## config.mk

```make
export PLATFORM = sky130hd
export DESIGN_NAME = addsub
export DESIGN_NICKNAME = d
export VERILOG_FILES = /design/src/rtl/addsub.sv
export SDC_FILE = /design/constraint.sdc
export NUM_CORES = 1
export LEC_CHECK = 0
export ABC_CLOCK_PERIOD_IN_PS = 4850
export CAP_MARGIN = 30
export CORE_AREA = 3 3 87 89
export CTS_BUF_LIST = sky130_fd_sc_hd__clkbuf_16
export DETAILED_ROUTE_END_ITERATION = 10
export DIE_AREA = 0 0 90 92
export PLACE_DENSITY = 0.75
export REMOVE_ABC_BUFFERS = 1
export SKIP_CTS_REPAIR_TIMING = 1
export SYNTH_ARGS = -nofsm -noshare
export SYNTH_HDL_FRONTEND = slang
export SYNTH_SLANG_ARGS = --single-unit
```

## constraint.sdc

```tcl
create_clock -name clk -period 4.85 [get_ports clk]
set_input_delay 0.7275 -clock clk [delete_from_list [all_inputs] [get_ports clk]]
set_output_delay 0.7275 -clock clk [all_outputs]
set_load 0.01 [all_outputs]
```

## src/rtl/addsub.sv

```systemverilog
// ---------------------------------------------------------------------------
// addsub
//   Two's-complement adder/subtractor with a registered result and ALU
//   status flags. This is the arithmetic core of the datapath ALU. One
//   control bit selects A+B or A-B. The result and flags appear one clock
//   after the operands are sampled.
//
// Parameters
//   WIDTH : operand and result width in bits (must be >= 2)
//
// Ports
//   clk : rising-edge clock
//   rst : synchronous, active-high reset
//   a   : operand A
//   b   : operand B
//   sub : 0 = A+B, 1 = A-B
//   sum : registered result, modulo 2^WIDTH
//   cf  : carry-out on add, borrow on subtract
//   ovf : signed (two's-complement) overflow
//   sf  : sign flag, copy of sum[WIDTH-1]
//   zf  : zero flag, set when a computed sum is all zeros
// ---------------------------------------------------------------------------
module addsub #(
  parameter int WIDTH = 32
) (
  input  logic             clk,
  input  logic             rst,
  input  logic [WIDTH-1:0] a,
  input  logic [WIDTH-1:0] b,
  input  logic             sub,
  output logic [WIDTH-1:0] sum,
  output logic             cf,
  output logic             ovf,
  output logic             sf,
  output logic             zf
);

  logic [WIDTH-1:0] bx;
  logic [WIDTH:0]   raw;
  logic             carryIntoMsb;

  logic [WIDTH-1:0] sumD, sumQ;
  logic             cfD, cfQ;
  logic             ovfD, ovfQ;
  logic             sfD, sfQ;
  logic             zfD, zfQ;

  // Subtraction is A + ~B + 1: B is inverted by sub and sub is the carry-in,
  // so one adder serves both operations.
  always_comb begin
    bx  = b ^ {WIDTH{sub}};
    raw = {1'b0, a} + {1'b0, bx} + {{WIDTH{1'b0}}, sub};

    // The carry into the MSB is recovered from the MSB sum bit: the sum bit
    // is the XOR of both operand bits and the incoming carry.
    carryIntoMsb = a[WIDTH-1] ^ bx[WIDTH-1] ^ raw[WIDTH-1];

    sumD = raw[WIDTH-1:0];
    // The adder carry-out is inverted on subtract so that cf reads as an
    // unsigned borrow (set exactly when a < b).
    cfD  = raw[WIDTH] ^ sub;
    ovfD = carryIntoMsb ^ raw[WIDTH];
    sfD  = raw[WIDTH-1];
    zfD  = (raw[WIDTH-1:0] == '0);
  end

  // Output registers. Reset clears every flag, including zf, because zf only
  // describes computed results and the reset state is not one.
  always_ff @(posedge clk) begin
    if (rst) begin
      sumQ <= '0;
      cfQ  <= 1'b0;
      ovfQ <= 1'b0;
      sfQ  <= 1'b0;
      zfQ  <= 1'b0;
    end else begin
      sumQ <= sumD;
      cfQ  <= cfD;
      ovfQ <= ovfD;
      sfQ  <= sfD;
      zfQ  <= zfD;
    end
  end

  assign sum = sumQ;
  assign cf  = cfQ;
  assign ovf = ovfQ;
  assign sf  = sfQ;
  assign zf  = zfQ;

endmodule

```

==> results.py <==
metrics = {
    "timing": {
        "fmax_mhz": 229,
        "final-setup-viol-count": 0,
        "hold_viol": 0,
        "timing.final.max_slew_violations": 0,
        "rsz0062_at_grt": "false",
        "setup_ws_ps": 489,
        "period_needed_ps": 4360,
        "tightest_slew_ps": 616,
        "timing.setup.tns_ps": 0,
        "final_min_period_over_clock_period": 0.899,
        "timing.max_slew.rel_slack": 0.584,
    },
    "synthesis": {
        "edff_count_synth": 0,
        "ys_seq_area_frac": 0.236,
        "synth.distinct_cells": 55,
        "synth_flop_cell": "sky130_fd_sc_hd__dfxtp_1",
        "synth_area_um2": 2970,
        "asyncSetResetFlopFracSynth": 0,
        "synthCells": 362,
        "syn_area_per_cell_um2": 8.20,
        "yosys_register_bits": 35,
        "number_of_warnings_printed_during_yosys_synthesis": 0,
    },
    "floorplanning": {
        "die_width_um": 90,
        "initial_core_util": 0.434,
        "dieHeight_um": 92,
        "coreArea_um2": 6830,
        "floorplan.io_pins": 103,
        "die_area_um2": 8280,
        "std_cell_rows": 30,
    },
    "grt": {
        "grt_first_pass_wirelength_um": 12700,
        "grt_antenna_before_repair": 0,
        "maximum_number_of_pins_on_one_net_before_global_route_repair": 35,
        "first_global_vias": 2762,
        "grt.total_usage": 0.180,
        "overflow": 0,
    },
    "place": {
        "placed_area_um2": 4080,
        "placement.io_buffers": 102,
        "gp_congestion": 0.860,
        "post-dp-hpwl_um": 6300,
        "dpl_worst_slack_ps": 232,
    },
    "cells_and_area": {
        "layout-drive-gt1-share": 0.0389,
        "area_growth_syn_to_layout_pct": 43.0,
        "total_nets_final": 563,
        "n_antenna_cell": 0,
        "final_cell_area_excluding_filler_cells_um2": 4240,
    },
    "cts": {
        "clk_path_buf_depth": 2,
        "clock_tree_from_tritoncts": "yes",
        "reg_clk_slew_reported_paths_ps": 50,
        "clock_sink_count": 35,
        "cts-buffers-inserted": 5,
        "cts-root-buf": "sky130_fd_sc_hd__clkbuf_16",
        "ctsHtreeMaxLevel": 2,
    },
    "hold_path": {
        "timing.hold.worst_path_depth": 4,
        "timing.hold.worst_endpoint": "cf$_SDFF_PP0_",
        "worstHoldStart": "sub",
        "hold_path_class": "in2reg",
    },
    "pwr": {
        "sequential_power_share": 0.265,
        "share_clk_of_total_power": 0.253,
        "power.density_nw_per_um2": 322,
        "comb_power_share": 0.482,
        "p_switching_uw": 459,
        "cell_internal_pwr_uw": 908,
        "power.ir.vdd_worst_v": 0.000133,
        "leakagePower_uw": 0.00179,
        "power.switching_fraction": 0.336,
    },
    "critical_path": {
        "setup.worst_path.start": "b[1]",
        "critPathArrivalTime_ps": 4540,
        "worst-path-max-fanout": 3,
        "worstSetupPathType": "in2reg",
        "worstSetupEndpointType": "flop",
        "worst_setup_path_start_kind": "input port",
        "cp.required_ps": 5020,
    },
    "routing": {
        "drc": 0,
        "drt_wl_total_um": 7550,
        "vias": 2903,
        "drt-vias-per-instance": 5.19,
        "dr.first_iter.drc_count": 104,
        "drt-pass1-iter-count": 4,
        "post_route_ant_nets": 0,
        "average_wire_per_standard_cell_um": 13.5,
    },
    "run_status": {
        "run_status": "completed",
    },
    "job": {
        "maxCapViolations": 0,
    },
}
## worst max-delay path: stages
cell	delay (ps)
sky130_fd_sc_hd__clkdlybuf4s50_1	470
sky130_fd_sc_hd__xor2_1	200
sky130_fd_sc_hd__inv_1	80
sky130_fd_sc_hd__fa_1	470
sky130_fd_sc_hd__nor2b_4	150
sky130_fd_sc_hd__o2111ai_1	150
sky130_fd_sc_hd__a311oi_1	420
sky130_fd_sc_hd__nor2_1	110
sky130_fd_sc_hd__xor2_1	170
sky130_fd_sc_hd__and4_1	210
sky130_fd_sc_hd__nand4b_1	100
sky130_fd_sc_hd__or4_1	480
sky130_fd_sc_hd__or4b_1	530
sky130_fd_sc_hd__nor4bb_1	260
## cells in the final DEF (no fill, tap or decap), types with 11 or more instances in the layout
master                              n
sky130_fd_sc_hd__nand2_1           24
sky130_fd_sc_hd__inv_1             12
sky130_fd_sc_hd__nor2_1            48
sky130_fd_sc_hd__o21ai_0           21
sky130_fd_sc_hd__xor2_1            48
sky130_fd_sc_hd__a21o_1            11
sky130_fd_sc_hd__a21oi_1           24
sky130_fd_sc_hd__ha_1              33
sky130_fd_sc_hd__dfxtp_1           35
sky130_fd_sc_hd__clkdlybuf4s50_1  101
sky130_fd_sc_hd__xnor2_1           15
## cell type report
cell class / count / area [um2]
Fill cell: 650 / 2590
Multi-Input combinational cell: 303 / 2160
Timing Repair Buffer: 105 / 1050
Sequential cell: 35 / 701
Clock buffer: 5 / 125
Tap cell: 96 / 120
Inverter: 12 / 45.0
Clock inverter: 3 / 38.8
## flip-flops by register name, summed over array words and instances, names as in the netlist
| signal | cells |
|---|---|
| ovf | 1 |
| sum | 32 |
| zf | 1 |
| cf | 1 |
## cells in the mapped netlist (all sizes together), types with 2 or more instances
| library cell | n | share of area |
|---|---|---|
| nand3 | 7 | 0.012 |
| xor2 | 48 | 0.14 |
| nand2 | 24 | 0.030 |
| o31a | 2 | 0.0059 |
| a211oi | 2 | 0.0051 |
| o21bai | 2 | 0.0051 |
| dfxtp | 35 | 0.24 |
| a21boi | 2 | 0.0051 |
| o21ai | 25 | 0.043 |
| nor2 | 48 | 0.061 |
| ha | 33 | 0.14 |
| nor2b | 4 | 0.011 |
| nand4b | 3 | 0.0089 |
| a31oi | 3 | 0.0063 |
| a21o | 11 | 0.028 |
| and4 | 3 | 0.0089 |
| o21a | 3 | 0.0076 |
| o211ai | 6 | 0.017 |
| and2 | 2 | 0.0042 |
| clkbuf | 6 | 0.0080 |
| o22ai | 2 | 0.0063 |
| xnor2 | 15 | 0.044 |
| buf | 6 | 0.012 |
| a221o | 2 | 0.0067 |
| and3 | 3 | 0.0063 |
| inv | 12 | 0.015 |
| nand4 | 7 | 0.015 |
| a21oi | 25 | 0.043 |
| nor3 | 5 | 0.0084 |
## how the worst max path moves through the flow
| stage | endpoint |
|---|---|
| after floorplan | zf$_SDFF_PP0_ |
| after global placement | zf$_SDFF_PP0_ |
| after detailed placement | zf$_SDFF_PP0_ |
| after CTS | zf$_SDFF_PP0_ |
| after global routing | zf$_SDFF_PP0_ |
| final | zf$_SDFF_PP0_ |
## power groups by stage
stage / combinational, uW / sequential (uW) / clock [uW]
4_1_cts: 660 / 363 / 352
6_report: 659 / 362 / 346
3_3_place_gp: 650 / 367 / 0
3_5_place_dp: 655 / 368 / 0
5_1_grt: 724 / 368 / 365
2_1_floorplan: 357 / 395 / 0
## per-layer routing
layer  vias to the layer above  GRT usage  wire length, um
li1                       1486          -                -
met1                      1335      0.237             3550
met2                        80      0.311             3620
met3                         2     0.0287              353
met4                         0     0.0357               23
met5                         -          0                0
## through the flow
step / hold WS [ps] / utilization / std cells / power, uW
6_report: 1050 / 0.621 / 559 / 1370
4_1_cts: 1050 / 0.621 / 559 / 1370
3_5_place_dp: 1330 / 0.597 / 551 / 1020
3_3_place_gp: 1310 / 0.597 / 551 / 1020
5_1_grt: 1110 / 0.621 / 559 / 1460
2_1_floorplan: 794 / - / 350 / 752
## kinds of logic (layout without fill, tap and decap cells)
logic type               after synthesis  after routing  share of synthesized area
XOR/XNOR                              63             63                      0.186
flip-flops                            35             35                      0.236
multiplexers                           1              1                    0.00759
AO/OA/AOI/OAI                         95             95                      0.212
AND/OR/NAND/NOR                      110            110                      0.177
buffers and inverters                 24            125                     0.0350
adder cells (fa/ha/maj)               34             34                      0.146
Note: power is estimated with default switching activity, not from simulation.
